==> src/rtl/osc_meter_pkg.sv <==
// Shared types and constants for the oscillator frequency meter.
package osc_meter_pkg;

  // Measurement sequencer states.
  typedef enum logic [1:0] {
    IDLE    = 2'd0,
    SETTLE  = 2'd1,
    MEASURE = 2'd2
  } meter_state_e;

  // Oscillator tap indices (raw oscillator and divider outputs).
  localparam logic [1:0] TAP_RAW  = 2'd0;
  localparam logic [1:0] TAP_DIV2 = 2'd1;
  localparam logic [1:0] TAP_DIV4 = 2'd2;
  localparam logic [1:0] TAP_DIV8 = 2'd3;

  // Window counter must hold 2^(win_log2+3)-1, the longest selectable window.
  function automatic int unsigned win_cnt_w(input int unsigned win_log2);
    return win_log2 + 32'd4;
  endfunction

endpackage

==> src/rtl/osc_edge_sync.sv <==
// Tap synchroniser: SYNC_STAGES flop chain followed by a rising-edge pulse
// generator on the last stage.
module osc_edge_sync #(
  parameter int unsigned SYNC_STAGES = 2
) (
  input  logic clk,
  input  logic rst_n,
  input  logic i_tap,
  output logic o_edge_pulse_c
);

  logic [SYNC_STAGES-1:0] r_sync;
  logic                   r_prev;

  // Bring the asynchronous tap into clk and keep one delayed copy for edge detect.
  always_ff @(posedge clk or negedge rst_n) begin
    if (!rst_n) begin
      r_sync <= '0;
      r_prev <= 1'b0;
    end else begin
      r_sync <= {r_sync[SYNC_STAGES-2:0], i_tap};
      r_prev <= r_sync[SYNC_STAGES-1];
    end
  end

  assign o_edge_pulse_c = r_sync[SYNC_STAGES-1] & ~r_prev;

endmodule

==> src/rtl/osc_freq_meter.sv <==
// Oscillator frequency meter: selects a tap, synchronises it and counts its
// rising edges over a programmable window of system clocks.
// Optional feature macro: OSC_METER_CONTINUOUS_EN (back-to-back windows while
// start stays high, without repeating the settle phase).
module osc_freq_meter
  import osc_meter_pkg::*;
#(
  parameter int unsigned CNT_W       = 16,
  parameter int unsigned WIN_LOG2    = 10,
  parameter int unsigned SYNC_STAGES = 2
) (
  input  logic             clk,
  input  logic             rst_n,
  input  logic [3:0]       osc_tap,
  input  logic             start,
  input  logic [1:0]       tap_sel,
  input  logic [1:0]       win_sel,
  output logic             busy,
  output logic             done,
  output logic [CNT_W-1:0] result,
  output logic             overflow
);

  localparam int unsigned WCNT_W = win_cnt_w(WIN_LOG2);
  localparam logic [WCNT_W-1:0] SETTLE_LAST = WCNT_W'(SYNC_STAGES);

  meter_state_e      r_state;
  logic [1:0]        r_tap_sel;
  logic [1:0]        r_win_sel;
  logic [WCNT_W-1:0] r_win_cnt;
  logic [CNT_W-1:0]  r_edge_cnt;
  logic              r_ovf;
  logic              r_busy;
  logic              r_done;
  logic [CNT_W-1:0]  r_result;
  logic              r_overflow;

  logic              w_tap;
  logic              w_edge;
  logic [WCNT_W-1:0] w_win_last;
  logic              w_win_end;
  logic              w_cnt_max;
  logic [CNT_W-1:0]  w_edge_next;
  logic              w_ovf_next;

  // Tap mux driven by the captured selection.
  always_comb begin
    w_tap = osc_tap[0];
    case (r_tap_sel)
      TAP_RAW:  w_tap = osc_tap[0];
      TAP_DIV2: w_tap = osc_tap[1];
      TAP_DIV4: w_tap = osc_tap[2];
      TAP_DIV8: w_tap = osc_tap[3];
      default:  w_tap = osc_tap[0];
    endcase
  end

  osc_edge_sync #(
    .SYNC_STAGES (SYNC_STAGES)
  ) u_edge_sync (
    .clk            (clk),
    .rst_n          (rst_n),
    .i_tap          (w_tap),
    .o_edge_pulse_c (w_edge)
  );

  // Window terminal count and saturating edge count for the current cycle.
  always_comb begin
    w_win_last  = (WCNT_W'(1) << (WIN_LOG2 + 32'(r_win_sel))) - WCNT_W'(1);
    w_win_end   = (r_win_cnt == w_win_last);
    w_cnt_max   = (r_edge_cnt == {CNT_W{1'b1}});
    w_edge_next = (w_edge && !w_cnt_max) ? r_edge_cnt + CNT_W'(1) : r_edge_cnt;
    w_ovf_next  = r_ovf | (w_edge & w_cnt_max);
  end

  // Measurement sequencer with registered status and result outputs.
  always_ff @(posedge clk or negedge rst_n) begin
    if (!rst_n) begin
      r_state    <= IDLE;
      r_tap_sel  <= TAP_RAW;
      r_win_sel  <= 2'd0;
      r_win_cnt  <= '0;
      r_edge_cnt <= '0;
      r_ovf      <= 1'b0;
      r_busy     <= 1'b0;
      r_done     <= 1'b0;
      r_result   <= '0;
      r_overflow <= 1'b0;
    end else begin
      r_done <= 1'b0;
      case (r_state)
        IDLE: begin
          if (start) begin
            r_tap_sel <= tap_sel;
            r_win_sel <= win_sel;
            r_win_cnt <= '0;
            r_busy    <= 1'b1;
            r_state   <= SETTLE;
          end
        end
        SETTLE: begin
          if (r_win_cnt == SETTLE_LAST) begin
            r_win_cnt  <= '0;
            r_edge_cnt <= '0;
            r_ovf      <= 1'b0;
            r_state    <= MEASURE;
          end else begin
            r_win_cnt <= r_win_cnt + WCNT_W'(1);
          end
        end
        MEASURE: begin
          if (w_win_end) begin
            r_result   <= w_edge_next;
            r_overflow <= w_ovf_next;
            r_done     <= 1'b1;
            r_win_cnt  <= '0;
            r_edge_cnt <= '0;
            r_ovf      <= 1'b0;
`ifdef OSC_METER_CONTINUOUS_EN
            if (start) begin
              r_state <= MEASURE;
            end else begin
              r_state <= IDLE;
              r_busy  <= 1'b0;
            end
`else
            r_state <= IDLE;
            r_busy  <= 1'b0;
`endif
          end else begin
            r_win_cnt  <= r_win_cnt + WCNT_W'(1);
            r_edge_cnt <= w_edge_next;
            r_ovf      <= w_ovf_next;
          end
        end
        default: begin
          r_state <= IDLE;
          r_busy  <= 1'b0;
        end
      endcase
    end
  end

  assign busy     = r_busy;
  assign done     = r_done;
  assign result   = r_result;
  assign overflow = r_overflow;

endmodule

==> config.mk <==
export PLATFORM = sky130hd
export DESIGN_NAME = osc_freq_meter
export DESIGN_NICKNAME = d
export VERILOG_FILES = /design/src/rtl/osc_meter_pkg.sv /design/src/rtl/osc_edge_sync.sv /design/src/rtl/osc_freq_meter.sv
export SDC_FILE = /design/constraint.sdc
export NUM_CORES = 1
export LEC_CHECK = 0
export CAP_MARGIN = 20
export CORE_MARGIN = 2
export CORE_UTILIZATION = 40
export DETAILED_ROUTE_END_ITERATION = 10
export SYNTH_ARGS = -nofsm -noshare
export SYNTH_HDL_FRONTEND = slang
export SYNTH_SLANG_ARGS = --single-unit
==> constraint.sdc <==
create_clock -name clk -period 3.75 [get_ports clk]
set_input_delay 0.5625 -clock clk [delete_from_list [all_inputs] [get_ports clk]]
set_output_delay 0.5625 -clock clk [all_outputs]
set_load 0.01 [all_outputs]
==> flow_metrics.env, run 1 <==
export IMPL_status="finished, final reports clean"
export IMPL_p_seq_frac=0.364
export IMPL_multi_input_area_um2=1550
export IMPL_vias=2522
export IMPL_fmax_ghz=0.380
export IMPL_p_int_uw=1440
export IMPL_synth_common_cells="dfrtp_1, nand2_1, o21ai_0, a21oi_1, a31oi_1"
export IMPL_dieHeight_um=93.1
export IMPL_fin_crit_sh=0.703
export IMPL_hold_path_end="u_edge_sync.r_sync[1]$_DFF_PN0_"
export IMPL_synth_area_leaders="dfrtp_1, nand2_1, a31oi_1"
export IMPL_cts_hold_buf=0
export IMPL_area_growth_pct=18.0
export IMPL_place_port_buffers=29
export IMPL_path_cells="inv_1, ha_1, nor4b_1, nand4_1, a21oi_1, and2_1, o21ai_0, a31oi_1"
export IMPL_drc=0
export IMPL_grt_max_degree=42
export IMPL_synth_top_area_cell="dfrtp_1"
export IMPL_yosysMostFrequentCell="dfrtp_1"
export IMPL_hp_start="u_edge_sync.r_sync[0]$_DFF_PN0_"
export IMPL_finalClockSkew_ps=10.3
export IMPL_grt_pass1_wl_um=11100
export IMPL_p_leak_uw=0.00152
export IMPL_die_area_um2=8660
export IMPL_rsz0062_at_grt="false"
export IMPL_drt_iter0_drc=134
export IMPL_hold_viol=0
export IMPL_combPwrFrac=0.311
export IMPL_ant_nets=0
export IMPL_antenna_found_initial=0
export IMPL_netlist_area_leader_share=0.465
export IMPL_dp_hpwl_um=4440
export IMPL_r2r_start="r_win_cnt[0]$_DFFE_PN0P_"
export IMPL_worstRegToRegCells=8
export IMPL_initial_core_util=0.413
export IMPL_cts_sinks=59
export IMPL_routed_wl_um=6440
export IMPL_yosysSeqAreaShare=0.465
export IMPL_cts_buffer_depth=2
export IMPL_crit_arrival_ps=2900
export IMPL_report_final_setup_viol=0
export IMPL_yosys_warnings=0
export IMPL_core_area_um2=7690
export IMPL_worstHoldPathCells=0
export IMPL_drv_cap=0
export IMPL_startpoint_type="flop"
export IMPL_synthArstFlopShare=1.00
export IMPL_path_class="reg2reg"
export IMPL_crit_slowest_cell="and2_1"
export IMPL_timing_hold_ws_ps=362
export IMPL_total_power_uw=2200
export IMPL_synth_fp_nets=352
export IMPL_synth_edf_count=0
export IMPL_cts_tree="done"
export IMPL_slew_violations=0
export IMPL_grt_remaining_overflow=0
export IMPL_critPathTopFamily="simple AND/OR/NAND/NOR gates"
export IMPL_crit_buf_inv=1
export IMPL_layout_drive_gt1_share=0.0956
export IMPL_wl_per_cell_um=13.8
export IMPL_slew_headroom=0.375
export IMPL_r2r_setup_slack_ps=1120
export IMPL_cts_inserted_buffers=9
export IMPL_worstSkewPairLatency_ps=340
export IMPL_cts_max_level=3
export IMPL_setup_tns_ps=0
export IMPL_cts_setup_buffers=0
export IMPL_num_fill_cells=766
export IMPL_cts_root_buf="clkbuf_8"
export IMPL_grt_usage=0.163
export IMPL_place_congestion=0.809
export IMPL_clkTransAtPathRegs_ps=70
export IMPL_p_per_area_nw_per_um2=587
export IMPL_die_x_um=93.1
export IMPL_worstMarginPinSlew_ps=935
export IMPL_seqCellArea_um2=1480
export IMPL_endpoint_kind="flop"
export IMPL_core_rowCount=32
export IMPL_hold_path_class="reg2reg"
export IMPL_viasPerCell=5.39
export IMPL_synth_cells=335
export IMPL_clkPwrFrac=0.325
export IMPL_drtPass1Iterations=4
export IMPL_io_pins=30
export IMPL_min_period_ps=2630
export IMPL_antennaDiodeCount=0
export IMPL_yosysUniqueCellTypes=54
export IMPL_synthesis_area_um2=3170
export IMPL_crit_fanout=27
export IMPL_p_switching_uw=757
export IMPL_grt_pass1_vias=2386
export IMPL_synth_ff_type="dfrtp_1"
export IMPL_cts_resized=0
export IMPL_worstPathRequired_ps=4020
export IMPL_switching_share=0.344
export IMPL_layout_nets=378
export IMPL_timing_rr_end="r_edge_cnt[9]$_DFFE_PN0P_"
export IMPL_ys_seq_elements=59
export IMPL_max_vdd_ir_drop_v=0.000412
export IMPL_cpPeakStageDelay_ps=740
export IMPL_syn_mean_instance_area_um2=9.47
-- worst max path at each step --
stage                     slack, ps                      from  depth (start not counted)                         to
after global placement         1090  r_win_cnt[0]$_DFFE_PN0P_                          7       overflow$_DFFE_PN0P_
after global routing            750  r_win_cnt[0]$_DFFE_PN0P_                          8  r_edge_cnt[8]$_DFFE_PN0P_
after CTS                      1050  r_win_cnt[0]$_DFFE_PN0P_                          7       overflow$_DFFE_PN0P_
after detailed placement       1070  r_win_cnt[0]$_DFFE_PN0P_                          7       overflow$_DFFE_PN0P_
final                          1120  r_win_cnt[0]$_DFFE_PN0P_                          8  r_edge_cnt[9]$_DFFE_PN0P_
after floorplan                1770  r_win_cnt[0]$_DFFE_PN0P_                          8  r_edge_cnt[0]$_DFFE_PN0P_
-- cell usage in the layout, fill, tap and decap left out, drive strengths merged, types with 2 or more instances in the layout --
cell type / synthesis / final
nor4: 2 / 2
xnor2: 10 / 10
dfrtp: 59 / 59
o22ai: 2 / 2
clkbuf: 7 / 11
nor4b: 2 / 2
xor2: 5 / 5
o31ai: 2 / 2
mux2i: 3 / 3
ha: 6 / 6
nand3: 12 / 12
a41oi: 5 / 5
nor2b: 2 / 2
mux2: 5 / 5
o21a: 2 / 2
clkdlybuf4s50: 0 / 28
or3: 2 / 2
buf: 10 / 4
nand2b: 6 / 6
nand4: 5 / 5
nand2: 49 / 49
o21ai: 30 / 30
a21oi: 25 / 25
nor3: 6 / 6
nor2: 14 / 14
clkinv: 0 / 2
a31oi: 24 / 24
and3: 8 / 8
bufinv: 0 / 3
inv: 11 / 11
and2: 4 / 4
o31a: 2 / 2
-- worst register-to-register path, cell delays in order, from the launching register on --
cell	delay [ps]
dfrtp_1	440
inv_1	80
ha_1	130
nor4b_1	260
nand4_1	250
a21oi_1	230
and2_1	740
o21ai_0	210
a31oi_1	210
-- state kept, by name, indices dropped and copies added (netlist names), 2 cells and up --
name / cells
u_edge_sync.r_sync: 2
result: 16
r_edge_cnt: 16
r_win_sel: 2
r_tap_sel: 2
r_state: 2
r_win_cnt: 14
-- final cells by class --
type,count,share of cell area
timing repair buffer,32,0.0822
multi-input combinational,248,0.414
clock buffer,11,0.0378
clock inverter,5,0.0267
inverter,11,0.0110
sequential,59,0.394
tap,102,0.0341
-- stage by stage --
| stage | instance area (µm²) | setup slack (ps) | std cells | utilization |
|---|---|---|---|---|
| finish | 3740 | 1120 | 468 | 0.487 |
| global route | 3740 | 753 | 468 | 0.487 |
| CTS | 3740 | 1050 | 468 | 0.487 |
| detailed placement | 3500 | 1070 | 452 | 0.456 |
| global placement | 3500 | 1090 | 452 | 0.456 |
| floorplan | 3170 | 1770 | 335 | - |
-- logic make-up after synthesis --
group,synth area share
flops,0.465
buf+inv,0.0465
mux,0.0343
fa+ha+maj,0.0237
simple gates,0.194
compound gates,0.194
xor+xnor,0.0414
-- power groups by stage --
stage	combinational (µW)	sequential (µW)	clock [µW]
6_report	683	801	714
5_1_grt	774	814	767
4_1_cts	690	802	739
3_5_place_dp	687	814	0
3_3_place_gp	675	810	0
2_1_floorplan	563	792	0
-- layer usage --
| layer | part of all wire | global-route usage | vias up |
|---|---|---|---|
| met4 | 0.014 | 0.0662 | 0 |
| li1 | - | - | 1266 |
| met3 | 0.041 | 0.0435 | 7 |
| met1 | 0.48 | 0.216 | 1197 |
| met2 | 0.46 | 0.255 | 52 |
| met5 | 0 | 0 | - |
Power figures use the tool's default switching activity.
==> run 2, diff against run 1 <==
==> constraint.sdc (replaced) <==
create_clock -name clk -period 2.1 [get_ports clk]
set_input_delay 0.315 -clock clk [delete_from_list [all_inputs] [get_ports clk]]
set_output_delay 0.315 -clock clk [all_outputs]
set_load 0.01 [all_outputs]
==> flow_metrics.env, run 2 (synthesized netlist as in run 1, its figures left out) <==
export IMPL_dp_hpwl_um=4630
export IMPL_core_area_um2=7690
export IMPL_layout_drive_gt1_share=0.158
export IMPL_fmax_ghz=0.502
export IMPL_min_period_ps=1990
export IMPL_cts_max_level=3
export IMPL_vias=2612
export IMPL_seqCellArea_um2=1480
export IMPL_report_final_setup_viol=0
export IMPL_worstSkewPairLatency_ps=340
export IMPL_finalClockSkew_ps=11.2
export IMPL_crit_fanout=14
export IMPL_cts_tree="done"
export IMPL_dp_worst_setup_slack_ps=40.1
export IMPL_drtPass1Iterations=4
export IMPL_drv_cap=0
export IMPL_fin_util=0.520
export IMPL_grt_pass1_vias=2504
export IMPL_core_rowCount=32
export IMPL_hp_start="u_edge_sync.r_sync[0]$_DFF_PN0_"
export IMPL_drc=0
export IMPL_startpoint_type="flop"
export IMPL_slew_violations=0
export IMPL_timing_rr_end="r_edge_cnt[14]$_DFFE_PN0P_"
export IMPL_worstRegToRegCells=9
export IMPL_grt_usage=0.167
export IMPL_die_x_um=93.1
export IMPL_hold_path_class="reg2reg"
export IMPL_status="finished, final reports clean"
export IMPL_clkTransAtPathRegs_ps=70
export IMPL_num_fill_cells=736
export IMPL_grt_pass1_wl_um=11500
export IMPL_hold_path_end="u_edge_sync.r_sync[1]$_DFF_PN0_"
export IMPL_r2r_start="r_win_cnt[0]$_DFFE_PN0P_"
export IMPL_cts_sinks=59
export IMPL_multi_input_area_um2=1570
export IMPL_place_congestion=0.814
export IMPL_fin_crit_sh=0.949
export IMPL_slew_headroom=0.623
export IMPL_routed_wl_um=6830
export IMPL_worstPathRequired_ps=2360
export IMPL_grt_max_degree=38
export IMPL_die_area_um2=8660
export IMPL_layout_nets=397
export IMPL_cts_inserted_buffers=9
export IMPL_cts_buffer_depth=2
export IMPL_worstHoldPathCells=0
export IMPL_area_growth_pct=26.0
export IMPL_hold_viol=0
export IMPL_setup_slack_ps=106
export IMPL_wl_per_cell_um=14.0
export IMPL_drt_iter0_drc=142
export IMPL_antennaDiodeCount=0
export IMPL_initial_core_util=0.413
export IMPL_r2r_setup_slack_ps=110
export IMPL_ant_nets=0
export IMPL_antenna_found_initial=0
export IMPL_place_port_buffers=29
export IMPL_final_cell_mix="dfrtp_1, nand2_1, clkdlybuf4s50_1, o21ai_0, a31oi_1"
export IMPL_io_pins=30
export IMPL_max_vdd_ir_drop_v=0.000757
export IMPL_cts_root_buf="clkbuf_8"
export IMPL_viasPerCell=5.36
export IMPL_rsz0062_at_grt="true"
export IMPL_p_per_area_nw_per_um2=1080
export IMPL_grt_remaining_overflow=0
export IMPL_dieHeight_um=93.1
export IMPL_path_class="reg2reg"
export IMPL_final_common_cell="dfrtp_1"
export IMPL_crit_arrival_ps=2260
export IMPL_endpoint_kind="flop"
export IMPL_p_leak_uw=0.00164
export IMPL_worstMarginPinSlew_ps=566
==> run 2: area by class of cell <==
| type | instances | area share |
|---|---|---|
| inverters | 11 | 0.0103 |
| flip-flops and latches | 59 | 0.370 |
| clock buffers | 12 | 0.0413 |
| clock inverters | 4 | 0.0238 |
| well taps | 102 | 0.0319 |
| repair buffers | 51 | 0.130 |
| multi-input cells | 248 | 0.393 |
==> run 2: repair_timing <==
action                                  4_1_cts  5_1_grt
gates resized for setup                       0        9
endpoints found under the setup margin        0       47
setup buffers                                 0        3
hold buffers                                  1        0
hold endpoints to repair                     22        0
==> run 2: worst max path at each step <==
stage                     depth (start not counted)                     start                         end
final                                             9  r_win_cnt[0]$_DFFE_PN0P_  r_edge_cnt[14]$_DFFE_PN0P_
after global routing                              9  r_win_cnt[0]$_DFFE_PN0P_   r_edge_cnt[9]$_DFFE_PN0P_
after CTS                                         9  r_win_cnt[0]$_DFFE_PN0P_   r_edge_cnt[4]$_DFFE_PN0P_
after detailed placement                          9  r_win_cnt[0]$_DFFE_PN0P_  r_edge_cnt[14]$_DFFE_PN0P_
after global placement                            8  r_win_cnt[1]$_DFFE_PN0P_   r_edge_cnt[0]$_DFFE_PN0P_
after floorplan                                   8  r_win_cnt[0]$_DFFE_PN0P_   r_edge_cnt[0]$_DFFE_PN0P_
==> run 2: power breakdown <==
| part | switching (µW) | leakage [µW] | internal [µW] | total [µW] |
|---|---|---|---|---|
| Combinational | 834 | 0.000713 | 693 | 1530 |
| Clock | 462 | 0.000133 | 884 | 1350 |
| Sequential | 143 | 0.000797 | 1280 | 1430 |
| Total | 1440 | 0.00164 | 2860 | 4300 |
==> run 2: metal layers <==
layer / routed length [µm] / GRT usage / part of all wire / vias up
li1: - / - / - / 1308
met4: 87 / 0.0551 / 0.013 / 0
met2: 3120 / 0.260 / 0.46 / 47
met5: 0 / 0 / 0 / -
met3: 264 / 0.0451 / 0.039 / 9
met1: 3350 / 0.226 / 0.49 / 1248
==> run 2: per-stage QoR <==
| stage | power [µW] | std cells | TNS (ps) | hold slack, ps | area [µm²] |
|---|---|---|---|---|---|
| after floorplan | 2420 | 335 | 0 | 19.4 | 3170 |
| after detailed placement | 2860 | 466 | 0 | 344 | 3660 |
| after global routing | 4560 | 487 | -492 | 367 | 4000 |
| after global placement | 2830 | 466 | 0 | 334 | 3660 |
| final | 4300 | 487 | 0 | 355 | 4000 |
| after CTS | 4210 | 483 | 0 | 362 | 3930 |
==> run 2: worst max-delay path, stage by stage, from the launching register on <==
cell     delay (ps)
dfrtp_1         410
inv_1            70
ha_1            150
nor4b_2         200
nand4_1         280
a21oi_2         210
and2_4          200
buf_12          140
a41oi_1         120
a31oi_1         150
==> run 3, diff against run 2 <==
--- a/config.mk
+++ b/config.mk
@@ -6,9 +6,12 @@
 export NUM_CORES = 1
 export LEC_CHECK = 0
 export CAP_MARGIN = 20
+export CELL_PAD_IN_SITES_DETAIL_PLACEMENT = 1
+export CELL_PAD_IN_SITES_GLOBAL_PLACEMENT = 2
 export CORE_MARGIN = 2
-export CORE_UTILIZATION = 40
+export CORE_UTILIZATION = 33
 export DETAILED_ROUTE_END_ITERATION = 10
+export PLACE_DENSITY_LB_ADDON = 0.1
 export SYNTH_ARGS = -nofsm -noshare
 export SYNTH_HDL_FRONTEND = slang
 export SYNTH_SLANG_ARGS = --single-unit
==> constraint.sdc (replaced) <==
create_clock -name clk -period 2.1 [get_ports clk]
set_input_delay 0.63 -clock clk [delete_from_list [all_inputs] [get_ports clk]]
set_output_delay 0.63 -clock clk [all_outputs]
set_load 0.01 [all_outputs]
==> flow_metrics.env, run 3 (synthesized netlist as in run 1, its figures left out) <==
export IMPL_status="finished, final reports clean"
export IMPL_cts_hold_buf=0
export IMPL_cts_inserted_buffers=9
export IMPL_setup_slack_ps=99.1
export IMPL_antennaDiodeCount=0
export IMPL_grt_pass1_wl_um=13100
export IMPL_cts_buffer_depth=2
export IMPL_rsz0062_at_grt="true"
export IMPL_endpoint_kind="flop"
export IMPL_p_switching_uw=1510
export IMPL_dieHeight_um=102
export IMPL_place_inst=504
export IMPL_grt_max_degree=60
export IMPL_timing_rr_end="r_win_cnt[12]$_DFFE_PN0P_"
export IMPL_worstMarginPinSlew_ps=519
export IMPL_fin_util=0.435
export IMPL_cts_tree="done"
export IMPL_die_x_um=102
export IMPL_path_class="reg2reg"
export IMPL_worstRegToRegCells=8
export IMPL_p_seq_frac=0.360
export IMPL_max_vdd_ir_drop_v=0.000520
export IMPL_vias=2684
export IMPL_initial_core_util=0.342
export IMPL_hold_viol=0
export IMPL_ant_nets=0
export IMPL_drc=0
export IMPL_die_area_um2=10400
export IMPL_report_final_setup_viol=0
export IMPL_crit_arrival_ps=2220
export IMPL_worstSkewPairLatency_ps=350
export IMPL_cts_max_level=3
export IMPL_p_per_area_nw_per_um2=983
export IMPL_crit_fanout=22
export IMPL_cts_sinks=59
export IMPL_finalClockSkew_ps=15.1
export IMPL_clkPwrFrac=0.241
export IMPL_slew_headroom=0.648
export IMPL_min_period_ps=2000
export IMPL_final_cell_count_no_fill=524
export IMPL_worstPathRequired_ps=2320
export IMPL_grt_pass1_vias=2777
export IMPL_startpoint_type="flop"
export IMPL_drtPass1Iterations=4
export IMPL_r2r_start="r_win_cnt[4]$_DFFE_PN0P_"
export IMPL_timing_hold_ws_ps=279
export IMPL_num_fill_cells=1092
export IMPL_multi_input_area_um2=1610
export IMPL_core_area_um2=9280
export IMPL_clkTransAtPathRegs_ps=70
export IMPL_r2r_setup_slack_ps=100
export IMPL_wl_per_cell_um=15.1
export IMPL_place_port_buffers=29
export IMPL_drt_iter0_drc=55
export IMPL_setup_tns_ps=0
export IMPL_seqCellArea_um2=1480
export IMPL_p_int_uw=2460
export IMPL_p_leak_uw=0.00164
export IMPL_grt_usage=0.162
export IMPL_antenna_found_initial=0
export IMPL_switching_share=0.380
export IMPL_layout_drive_gt1_share=0.197
export IMPL_drv_cap=0
export IMPL_layout_nets=408
export IMPL_dp_hpwl_um=5560
export IMPL_slew_violations=0
export IMPL_viasPerCell=5.12
export IMPL_grt_remaining_overflow=0
export IMPL_final_common_cell="dfrtp_1"
export IMPL_dp_worst_setup_slack_ps=-184
export IMPL_combPwrFrac=0.399
export IMPL_core_rowCount=35
export IMPL_io_pins=30
export IMPL_routed_wl_um=7930
export IMPL_final_cell_mix="dfrtp_1, nand2_1, buf_4, clkdlybuf4s50_1, o21ai_0"
export IMPL_fmax_ghz=0.500
export IMPL_cts_root_buf="clkbuf_8"
export IMPL_area_growth_pct=27.2
export IMPL_fin_crit_sh=0.953
export IMPL_place_congestion=0.744
export IMPL_hold_path_class="in2async"
## run 3: changes by cell type in the layout (fill, tap and decap cells not counted), sizes merged
cell	change
buf	+13
bufinv	-3
clkbuf	-2
clkinv	+2
clkinvlp	+1
dlygate4sd3	-1
## run 3: power groups by stage
stage,sequential [µW],combinational [µW],clock [µW]
5_1_grt,1450,1750,1050
2_1_floorplan,1420,1000,0
6_report,1430,1580,954
4_1_cts,1430,1510,1000
3_5_place_dp,1450,1500,0
3_3_place_gp,1440,1470,0
## run 3: per-layer routing
layer | vias up | track usage | part of all wire
met4 | 0 | 0.0523 | 0.0095
met1 | 1334 | 0.192 | 0.45
met2 | 25 | 0.290 | 0.51
li1 | 1318 | - | -
met5 | - | 0 | 0
met3 | 7 | 0.0390 | 0.024
## run 3: worst max-delay path, stage by stage, from the launching register on
cell and delay, ps:
dfrtp_2 430, nand4_1 260, nor4_4 390, buf_4 160, or2_2 100, o221ai_2 100, buf_12 170, a41oi_1 210
a31oi_1 60
## run 3: metrics by stage
| step | total power [µW] | area, µm² |
|---|---|---|
| 2_1_floorplan | 2420 | 3170 |
| 3_3_place_gp | 2910 | 3750 |
| 3_5_place_dp | 2950 | 3750 |
| 4_1_cts | 3940 | 3930 |
| 5_1_grt | 4250 | 4040 |
| 6_report | 3970 | 4040 |
## run 3: what timing repair did
item | 4_1_cts | 5_1_grt
buffers inserted | 1 | 4
cloned | 0 | 0
setup endpoints to repair | 9 | 34
pin swaps | 1 | 3
resized for setup | 0 | 17
## run 3: final cells by class
cell class              instances  share of cell area
repair buffers                 62               0.140
inverters                      11              0.0102
clock inverters                 4             0.00651
clock buffers                  11              0.0375
multi-input cells             248               0.399
well taps                     129              0.0400
flip-flops and latches         59               0.367
## run 3: worst max path at each step
stage / start / endpoint / slack, ps / cells past startpoint
6_report: r_win_cnt[4]$_DFFE_PN0P_ / r_win_cnt[12]$_DFFE_PN0P_ / 100 / 8
5_1_grt: r_win_cnt[7]$_DFFE_PN0P_ / r_edge_cnt[14]$_DFFE_PN0P_ / -40 / 7
4_1_cts: r_win_cnt[0]$_DFFE_PN0P_ / r_edge_cnt[9]$_DFFE_PN0P_ / 3 / 9
3_5_place_dp: start / r_win_cnt[6]$_DFFE_PN0P_ / -180 / 8
3_3_place_gp: start / r_win_cnt[12]$_DFFE_PN0P_ / -170 / 8
2_1_floorplan: r_win_cnt[0]$_DFFE_PN0P_ / r_edge_cnt[0]$_DFFE_PN0P_ / 120 / 8
